File: src/rtl/cdc_import_fifo_if.sv
// Foreign-side toggle handshake plus local valid/ready stream of the CDC import FIFO.
// Field names follow the block's port list; the slave modport is the FIFO's view.
interface cdc_import_fifo_if #(
  parameter int pBits  = 8,
  parameter int pDepth = 4
);
  localparam int CW = $clog2(pDepth + 1);

  logic             cdc_req;
  logic [pBits-1:0] cdc_data;
  logic             cdc_ack;
  logic             out_valid;
  logic [pBits-1:0] out_data;
  logic             out_ready;
  logic [CW-1:0]    count;

  modport slave (
    input  cdc_req, cdc_data, out_ready,
    output cdc_ack, out_valid, out_data, count
  );

  modport master (
    output cdc_req, cdc_data, out_ready,
    input  cdc_ack, out_valid, out_data, count
  );
endinterface

File: src/rtl/cdc_import_fifo.sv
// Receiving half of a toggle-handshake CDC: synchronises req, captures words into
// a small FWFT FIFO and only acknowledges the sender once a slot has been taken.
module cdc_import_fifo #(
  parameter int pBits  = 8,
  parameter int pDepth = 4,
  parameter int pSync  = 2
) (
  input  logic               clk,
  input  logic               rst_n,
  cdc_import_fifo_if.slave   bus
);
  localparam int CW = $clog2(pDepth + 1);
  localparam int PW = $clog2(pDepth);

  logic [pSync-1:0] r_sync;
  logic             r_ack;
  logic [PW-1:0]    r_wptr;
  logic [PW-1:0]    r_rptr;
  logic [CW-1:0]    r_count;
  logic [pBits-1:0] r_mem [pDepth];

  logic w_req_s;
  logic w_pend;
  logic w_push;
  logic w_pop;
  logic w_empty;

  assign w_req_s = r_sync[pSync-1];
  assign w_pend  = w_req_s ^ r_ack;
  assign w_empty = (r_count == '0);
  // Full is judged on the registered count, so a pop never frees a slot for the same edge.
  assign w_push  = w_pend && (r_count < CW'(pDepth));
  assign w_pop   = !w_empty && bus.out_ready;

  always_ff @(posedge clk or negedge rst_n) begin
    if (!rst_n) begin
      r_sync  <= '0;
      r_ack   <= 1'b0;
      r_wptr  <= '0;
      r_rptr  <= '0;
      r_count <= '0;
    end else begin
      r_sync <= {r_sync[pSync-2:0], bus.cdc_req};
      if (w_push) begin
        r_wptr <= r_wptr + 1'b1;
        r_ack  <= ~r_ack;
      end
      if (w_pop) begin
        r_rptr <= r_rptr + 1'b1;
      end
      if (w_push && !w_pop) begin
        r_count <= r_count + 1'b1;
      end else if (w_pop && !w_push) begin
        r_count <= r_count - 1'b1;
      end
    end
  end

  // Storage is deliberately left unreset; out_data is masked while empty instead.
  always_ff @(posedge clk) begin
    if (w_push) begin
      r_mem[r_wptr] <= bus.cdc_data;
    end
  end

  assign bus.cdc_ack   = r_ack;
  assign bus.out_valid = !w_empty;
  assign bus.out_data  = w_empty ? '0 : r_mem[r_rptr];
  assign bus.count     = r_count;
endmodule

File: src/flat_wrapper.sv
// flat-port wrapper written by rule: the top's interface ports become plain ports
module cdc_import_fifo_flat 
#(
  parameter int pBits  = 8,
  parameter int pDepth = 4,
  parameter int pSync  = 2
)
  (clk, rst_n, bus_cdc_req, bus_cdc_data, bus_out_ready, bus_cdc_ack, bus_out_valid, bus_out_data, bus_count);
  cdc_import_fifo_if #(.pBits(pBits), .pDepth(pDepth)) bus_i ();
  input  logic clk;
  input  logic rst_n;
  input wire logic [$bits(bus_i.cdc_req)-1:0] bus_cdc_req;
  input wire logic [$bits(bus_i.cdc_data)-1:0] bus_cdc_data;
  input wire logic [$bits(bus_i.out_ready)-1:0] bus_out_ready;
  output wire logic [$bits(bus_i.cdc_ack)-1:0] bus_cdc_ack;
  output wire logic [$bits(bus_i.out_valid)-1:0] bus_out_valid;
  output wire logic [$bits(bus_i.out_data)-1:0] bus_out_data;
  output wire logic [$bits(bus_i.count)-1:0] bus_count;
  assign bus_i.cdc_req = bus_cdc_req;
  assign bus_i.cdc_data = bus_cdc_data;
  assign bus_i.out_ready = bus_out_ready;
  assign bus_cdc_ack = bus_i.cdc_ack;
  assign bus_out_valid = bus_i.out_valid;
  assign bus_out_data = bus_i.out_data;
  assign bus_count = bus_i.count;
  cdc_import_fifo #(.pBits(pBits), .pDepth(pDepth), .pSync(pSync)) u_core (.clk(clk), .rst_n(rst_n), .bus(bus_i));
endmodule
File: config.mk
export PLATFORM = sky130hd
export DESIGN_NAME = cdc_import_fifo_flat
export DESIGN_NICKNAME = d
export VERILOG_FILES = /design/src/rtl/cdc_import_fifo_if.sv /design/src/rtl/cdc_import_fifo.sv /design/src/flat_wrapper.sv
export SDC_FILE = /design/constraint.sdc
export NUM_CORES = 1
export LEC_CHECK = 0
export CORE_MARGIN = 2
export CORE_UTILIZATION = 25
export CTS_CLUSTER_DIAMETER = 80
export DETAILED_ROUTE_END_ITERATION = 7
export HOLD_SLACK_MARGIN = 0.1
export PLACE_DENSITY_LB_ADDON = 0.05
export SLEW_MARGIN = 40
export SYNTH_ARGS = -nofsm -noshare
export SYNTH_HDL_FRONTEND = slang
export SYNTH_SLANG_ARGS = --single-unit
export TNS_END_PERCENT = 20
File: constraint.sdc
create_clock -name clk -period 2.36 [get_ports clk]
set_clock_uncertainty 0.15 [all_clocks]
set_input_delay 0.472 -clock clk [delete_from_list [all_inputs] [get_ports clk]]
set_output_delay 0.472 -clock clk [all_outputs]
set_load 0.005 [all_outputs]
# Word-level counts from Yosys, hierarchy flattened
# Memories as Yosys holds them, arrays and structs flattened.
# Index checks and enable logic that the tools add are counted.
# totals
input_bits,12
elab_cells,27
n_memories,1
mem_bits_rw,32
reg_bits,10
# op_classes
n_addsub,4
n_bitwise,2
n_lt_le_gt_ge,1
n_mux,5
n_reduce_logical,9
# memory_table
memory,words,width,rd,rd_ports_with_merged_regs,write_ports,line_no,text
u_core.r_mem,4,8,1,0,1,cdc_import_fifo.sv:20,logic [pBits-1:0] r_mem [pDepth];
# op_table
op,count
$mux 8,1
$mux 3,2
$add 2x1->2 const B,2
$logic_and 1x1->1,4
$add 3x1->3 const B,1
$logic_not 1->1,3
$logic_not 3->1,1
$lt 3x3->1 const B,1
$sub 3x1->3 const B,1
$mux 1,2
$reduce_bool 2->1,1
$not 1->1,1
$xor 1x1->1,1

# Logic depth before layout (Yosys ltp)
# Gate-level depths: netlist (run 1).
# logic_depth
ltp_word,6
ltp_mapped,8
mapped_depth_nobuf,8

# Least setup slack after synthesis (run 1)
# Ideal clock, no wire load.
# synth_timing
path_kind,register to register
startpoint,register u_core.r_count[2] (netlist: u_core.bus.count[2])
endpoint,register u_core.r_count[2] (netlist: u_core.bus.count[2])
setup_ps,79
required_time_ps,2131
path_stages_with_launch,9
t_arrival_ps,1902
setup_slack_ps,229
path_cell_list,dfrtp_1 -> or3_4 -> nand2_1 -> ha_1 -> inv_1 -> fa_1 -> xor2_1 -> nor2_1 -> xor2_1
# synth_between
elab_chain_len,6
word_cells_on_any_way,14
cone_classes,2 x add/sub; 1 x order compare; 2 x mux; 9 x reduce/logical
# synth_lines
item,line_no,text
start: declaration,cdc_import_fifo.sv:19,logic [CW-1:0] r_count;
start signal: assignment,cdc_import_fifo.sv:52,r_count <= r_count + 1'b1;
start signal: assignment,cdc_import_fifo.sv:54,r_count <= r_count - 1'b1;
"parallel branches: the longest is 6 deep, another holds $lt 3x3->1",-,
# Several ways; the timed one is not identified. The select of a mux whose other input is x is not followed.
# A chain may end at the register's enable or synchronous reset.

# Worst setup path after layout (run 1)
# layout_timing
startpoint,register u_core.r_rptr[0]
endpoint,output port bus_out_data[1]
# layout_between
elab_chain_len,2
# layout_lines
item,line_no,text
start: declaration,cdc_import_fifo.sv:18,logic [PW-1:0] r_rptr;
start signal: assignment,cdc_import_fifo.sv:49,r_rptr <= r_rptr + 1'b1;
$mem_v2 4x8,-,
$mux 8,cdc_import_fifo.sv:68,assign bus.out_data = w_empty ? '0 : r_mem[r_rptr];
end: declaration,flat_wrapper.sv:17,output wire logic [$bits(bus_i.out_data)-1:0] bus_out_data;
# No other way between the ends.

==> implementation parameters, run 1 <==
Parameter                              Value

Synthesis
  Cell types with the largest area share after synthesis ... sky130_fd_sc_hd__edfxtp_1 (56%), sky130_fd_sc_hd__dfrtp_1 (15%), sky130_fd_sc_hd__mux4_2 (10%)
  Average cell area after synthesis ... 19.30 um^2
  Library cell occupying the most area in the post-synthesis netlist ... sky130_fd_sc_hd__edfxtp_1
  Number of distinct library cell variants in the gate-level netlist after synthesis ... 17
  Area of the mapped netlist ... 1718 um^2
  Cell count after synthesis ... 89
  Post-Synthesis Net Count ... 107
  Register area share after synthesis ... 70.50%
  Total of warnings raised by yosys ... 0
  Post-synth EDFFs ... 32
  Most repeated cell in the gate-level netlist after synthesis ... sky130_fd_sc_hd__edfxtp_1
  Yosys top cell area share ... 55.94%
  Primary flip-flop cell chosen by synthesis mapping ... sky130_fd_sc_hd__edfxtp_1
  Total of flip-flops plus latches after synthesis ... 42
  Commonest cells in the netlist ... sky130_fd_sc_hd__edfxtp_1 (32), sky130_fd_sc_hd__and2_1 (12), sky130_fd_sc_hd__dfrtp_1 (10), sky130_fd_sc_hd__mux4_2 (8)
  Synth async-reset ratio ... 23.81%

Timing
  Final Hold Viols ... 0
  Tcrit/Tclk final ... 97.75%
  Count of final setup violators ... 0
  Transition time at the pin with the least slew margin ... 0.4873 ns
  Normalized max-slew margin ... 67.51%
  Minimum hold slack ... 0.2026 ns
  Min Clock Period, post-route ... 2.307 ns
  Unrepaired setup endpoints after global routing ... true
  Setup TNS ... 0 ns
  Max Freq ... 0.4335 GHz
  Final max-slew violation count ... 0

Setup path
  Critical setup path kind ... reg -> out
  Delay of the slowest critical-path stage ... 0.47 ns
  Crit end category ... output pin
  Data arrival time of the critical path ... 1.68 ns
  Worst EP required ... 1.74 ns
  Chain of cells forming the critical path ... buf_6 -> mux4_2 -> and2_1 -> dlygate4sd2_1
  Critical-path cell with the highest stage delay ... sky130_fd_sc_hd__mux4_2
  Element type at the critical path start ... register
  CP Max Fanout ... 3
  Crit path buffers/inverters ... 2
  Family of cells with the greatest summed delay on the critical path ... multiplexers

Route
  Number of iterations in the first detailed-routing pass ... 4
  Residual antenna-violating net count after detailed routing ... 0
  Avg WL per Cell ... 15.32 um
  Via/cell ratio ... 4.047
  Iteration-0 DRC Markers ... 9
  Via total after detailed routing ... 854
  Final Routed Wirelength ... 3.233 mm
  Residual DRC count ... 0

Finish
  Synth-to-Final Area Change ... 31.46%
  Final standard cell count with taps included and fillers excluded ... 211
  Share of the core filled with cells in the final layout ... 33.61%
  Cell area after layout ... 2258 um^2
  Fraction of layout cells with a size suffix above 1 ... 31.30%
  Filler cell count ... 631
  Post-layout nets ... 148
  Antenna diodes ... 0

Clock tree
  Post-cts hold buffer count ... 0
  Clock tree from TritonCTS ... yes
  CTS Buf Count ... 5
  TritonCTS sink count ... 42
  Register clock-pin slew on the reported worst setup and hold paths ... 0.08 ns
  Library cell used as clock root buffer ... sky130_fd_sc_hd__clkbuf_8
  Worst-case clock buffer depth ... 2
  Maximum level of the CTS H-tree ... 2
  Clock latency reported for the late side of the worst-skew pair ... 0.29 ns

Power and ir drop
  Highest ir drop seen on vdd ... 404.6 uV
  Power density over the cells ... 1299 nW/um^2
  Total leakage power ... 0.0008339 uW

Floorplan
  Initial Util ... 25.57%
  Number of standard-cell rows in the floorplan ... 30
  Core region area ... 6719 um^2
  Die Ht ... 86.90 um
  Die area ... 7551 um^2
  Floorplan die width ... 86.90 um
  Num ports ... 25

GRT
  Number of global-route vias before repair ... 961
  Total Routing Usage GR ... 9.586%
  First-pass GRT wire length ... 5.092 mm
  Largest net degree at the start of global routing ... 14
  Initial antenna violation count ... 0
  Total grt overflow ... 0

Placed design
  Detailed-placement wirelength estimate ... 2.192 mm
  Total of buffers placed on input and output ports ... 24
  Post-Place Cell Area ... 2091 um^2
  Final Wtd Congestion ... 0.6688
  Number of cells after detailed placement ... 198

Status
  Run status ... finished clean

Flow run
  Reported max-cap violation count ... 0

Worst hold path
  Hold WC Path Type ... reg -> reg
==> state kept, by name, summed over array words and instances (netlist names) <==
signal / cells
u_core.bus.cdc_ack: 1
u_core.bus.count: 3
u_core.r_mem: 32
u_core.r_rptr: 2
u_core.r_sync: 2
u_core.r_wptr: 2
==> worst reg2reg max path, delay by kind of cell, from the launching register on <==
family	cells	cell delay, ns
buffers and inverters	1	0.06
XOR/XNOR	2	0.30
flip-flops	1	0.38
AND/OR/NAND/NOR	3	0.72
adder cells (fa/ha/maj)	2	0.56
==> cells by family after synthesis <==
logic type,count (synthesis),share of synthesized area [%]
DFF,42,70.50
buffers and inverters,6,2.257
adders and majority gates,6,4.807
xor gates and xnor gates,7,3.569
and+or+nand+nor,17,6.409
muxes,11,12.45
==> path summary, 6_finish.rpt <==
| path | start | end | slack, ns | cells after the start |
|---|---|---|---|---|
| max | u_core.r_rptr[0]$_DFFE_PN0P_ | bus_out_data[1] | 0.05 | 4 |
| min in group asynchronous | rst_n | u_core.bus.count[1]$_DFFE_PN0P_ | 0.35 | 1 |
| max in group asynchronous | rst_n | u_core.r_wptr[0]$_DFFE_PN0P_ | 1.38 | 1 |
| max reg2reg | u_core.bus.count[1]$_DFFE_PN0P_ | u_core.bus.count[2]$_DFFE_PN0P_ | 0.12 | 8 |
| min reg2reg | u_core.r_sync[0]$_DFF_PN0_ | u_core.r_sync[1]$_DFF_PN0_ | 0.20 | 0 |
| min | u_core.r_sync[0]$_DFF_PN0_ | u_core.r_sync[1]$_DFF_PN0_ | 0.20 | 0 |
==> repair_timing <==
action	in CTS	in global routing
pin swaps	2	1
endpoints found under the setup margin	8	9
setup buffers	5	0
gates resized for setup	15	13
==> metrics by stage <==
stage	setup WS, ns	total power (uW)
floorplan	0.2291	1715
global placement	0.06105	2250
detailed placement	0.04367	2277
CTS	-0.05314	2971
global route	-0.02974	3136
finish	0.05304	2934
==> per-layer routing <==
metal,up-vias,part of all wire [%],wire length [um],track usage (%)
li1,408,-,-,-
met1,424,45,1460,11.76
met2,17,49,1573,15.27
met3,5,4.3,140,3.602
met4,0,1.8,59,3.835
met5,-,0,0,0
==> report_power, final <==
| part | leakage [uW] | switching, uW | internal [uW] |
|---|---|---|---|
| clock | 0.0000658 | 244 | 419 |
| combinational | 0.000361 | 496 | 713 |
| sequential | 0.000408 | 70.8 | 991 |
==> cell usage in the layout (no fill, tap or decap), types with 3 or more instances in the layout <==
master	count
sky130_fd_sc_hd__xnor2_1	5
sky130_fd_sc_hd__inv_1	3
sky130_fd_sc_hd__mux2_1	3
sky130_fd_sc_hd__clkbuf_8	5
sky130_fd_sc_hd__ha_1	5
sky130_fd_sc_hd__buf_4	10
sky130_fd_sc_hd__and2_4	4
sky130_fd_sc_hd__and2_1	8
sky130_fd_sc_hd__buf_6	3
sky130_fd_sc_hd__mux4_2	8
sky130_fd_sc_hd__clkdlybuf4s50_1	16
sky130_fd_sc_hd__dfrtp_1	10
sky130_fd_sc_hd__edfxtp_1	32
sky130_fd_sc_hd__clkbuf_2	5
==> cell type report <==
cell class              count  area (um^2)  area share, %
flip-flops and latches     42         1211          53.63
clock inverters             3        63.81          2.825
repair buffers             37        322.8          14.29
multi-input cells          41        480.5          21.27
well taps                  80        100.1          4.432
clock buffers               5        68.82          3.047
inverters                   3        11.26         0.4986
Power figures use the tool's default switching activity.
==> run 2: changes to the inputs <==
Settings changed: CTS_CLUSTER_SIZE set to 8.
==> results of run 2 <==
The final DEF is identical to that of run 1; final timing and power are the same.
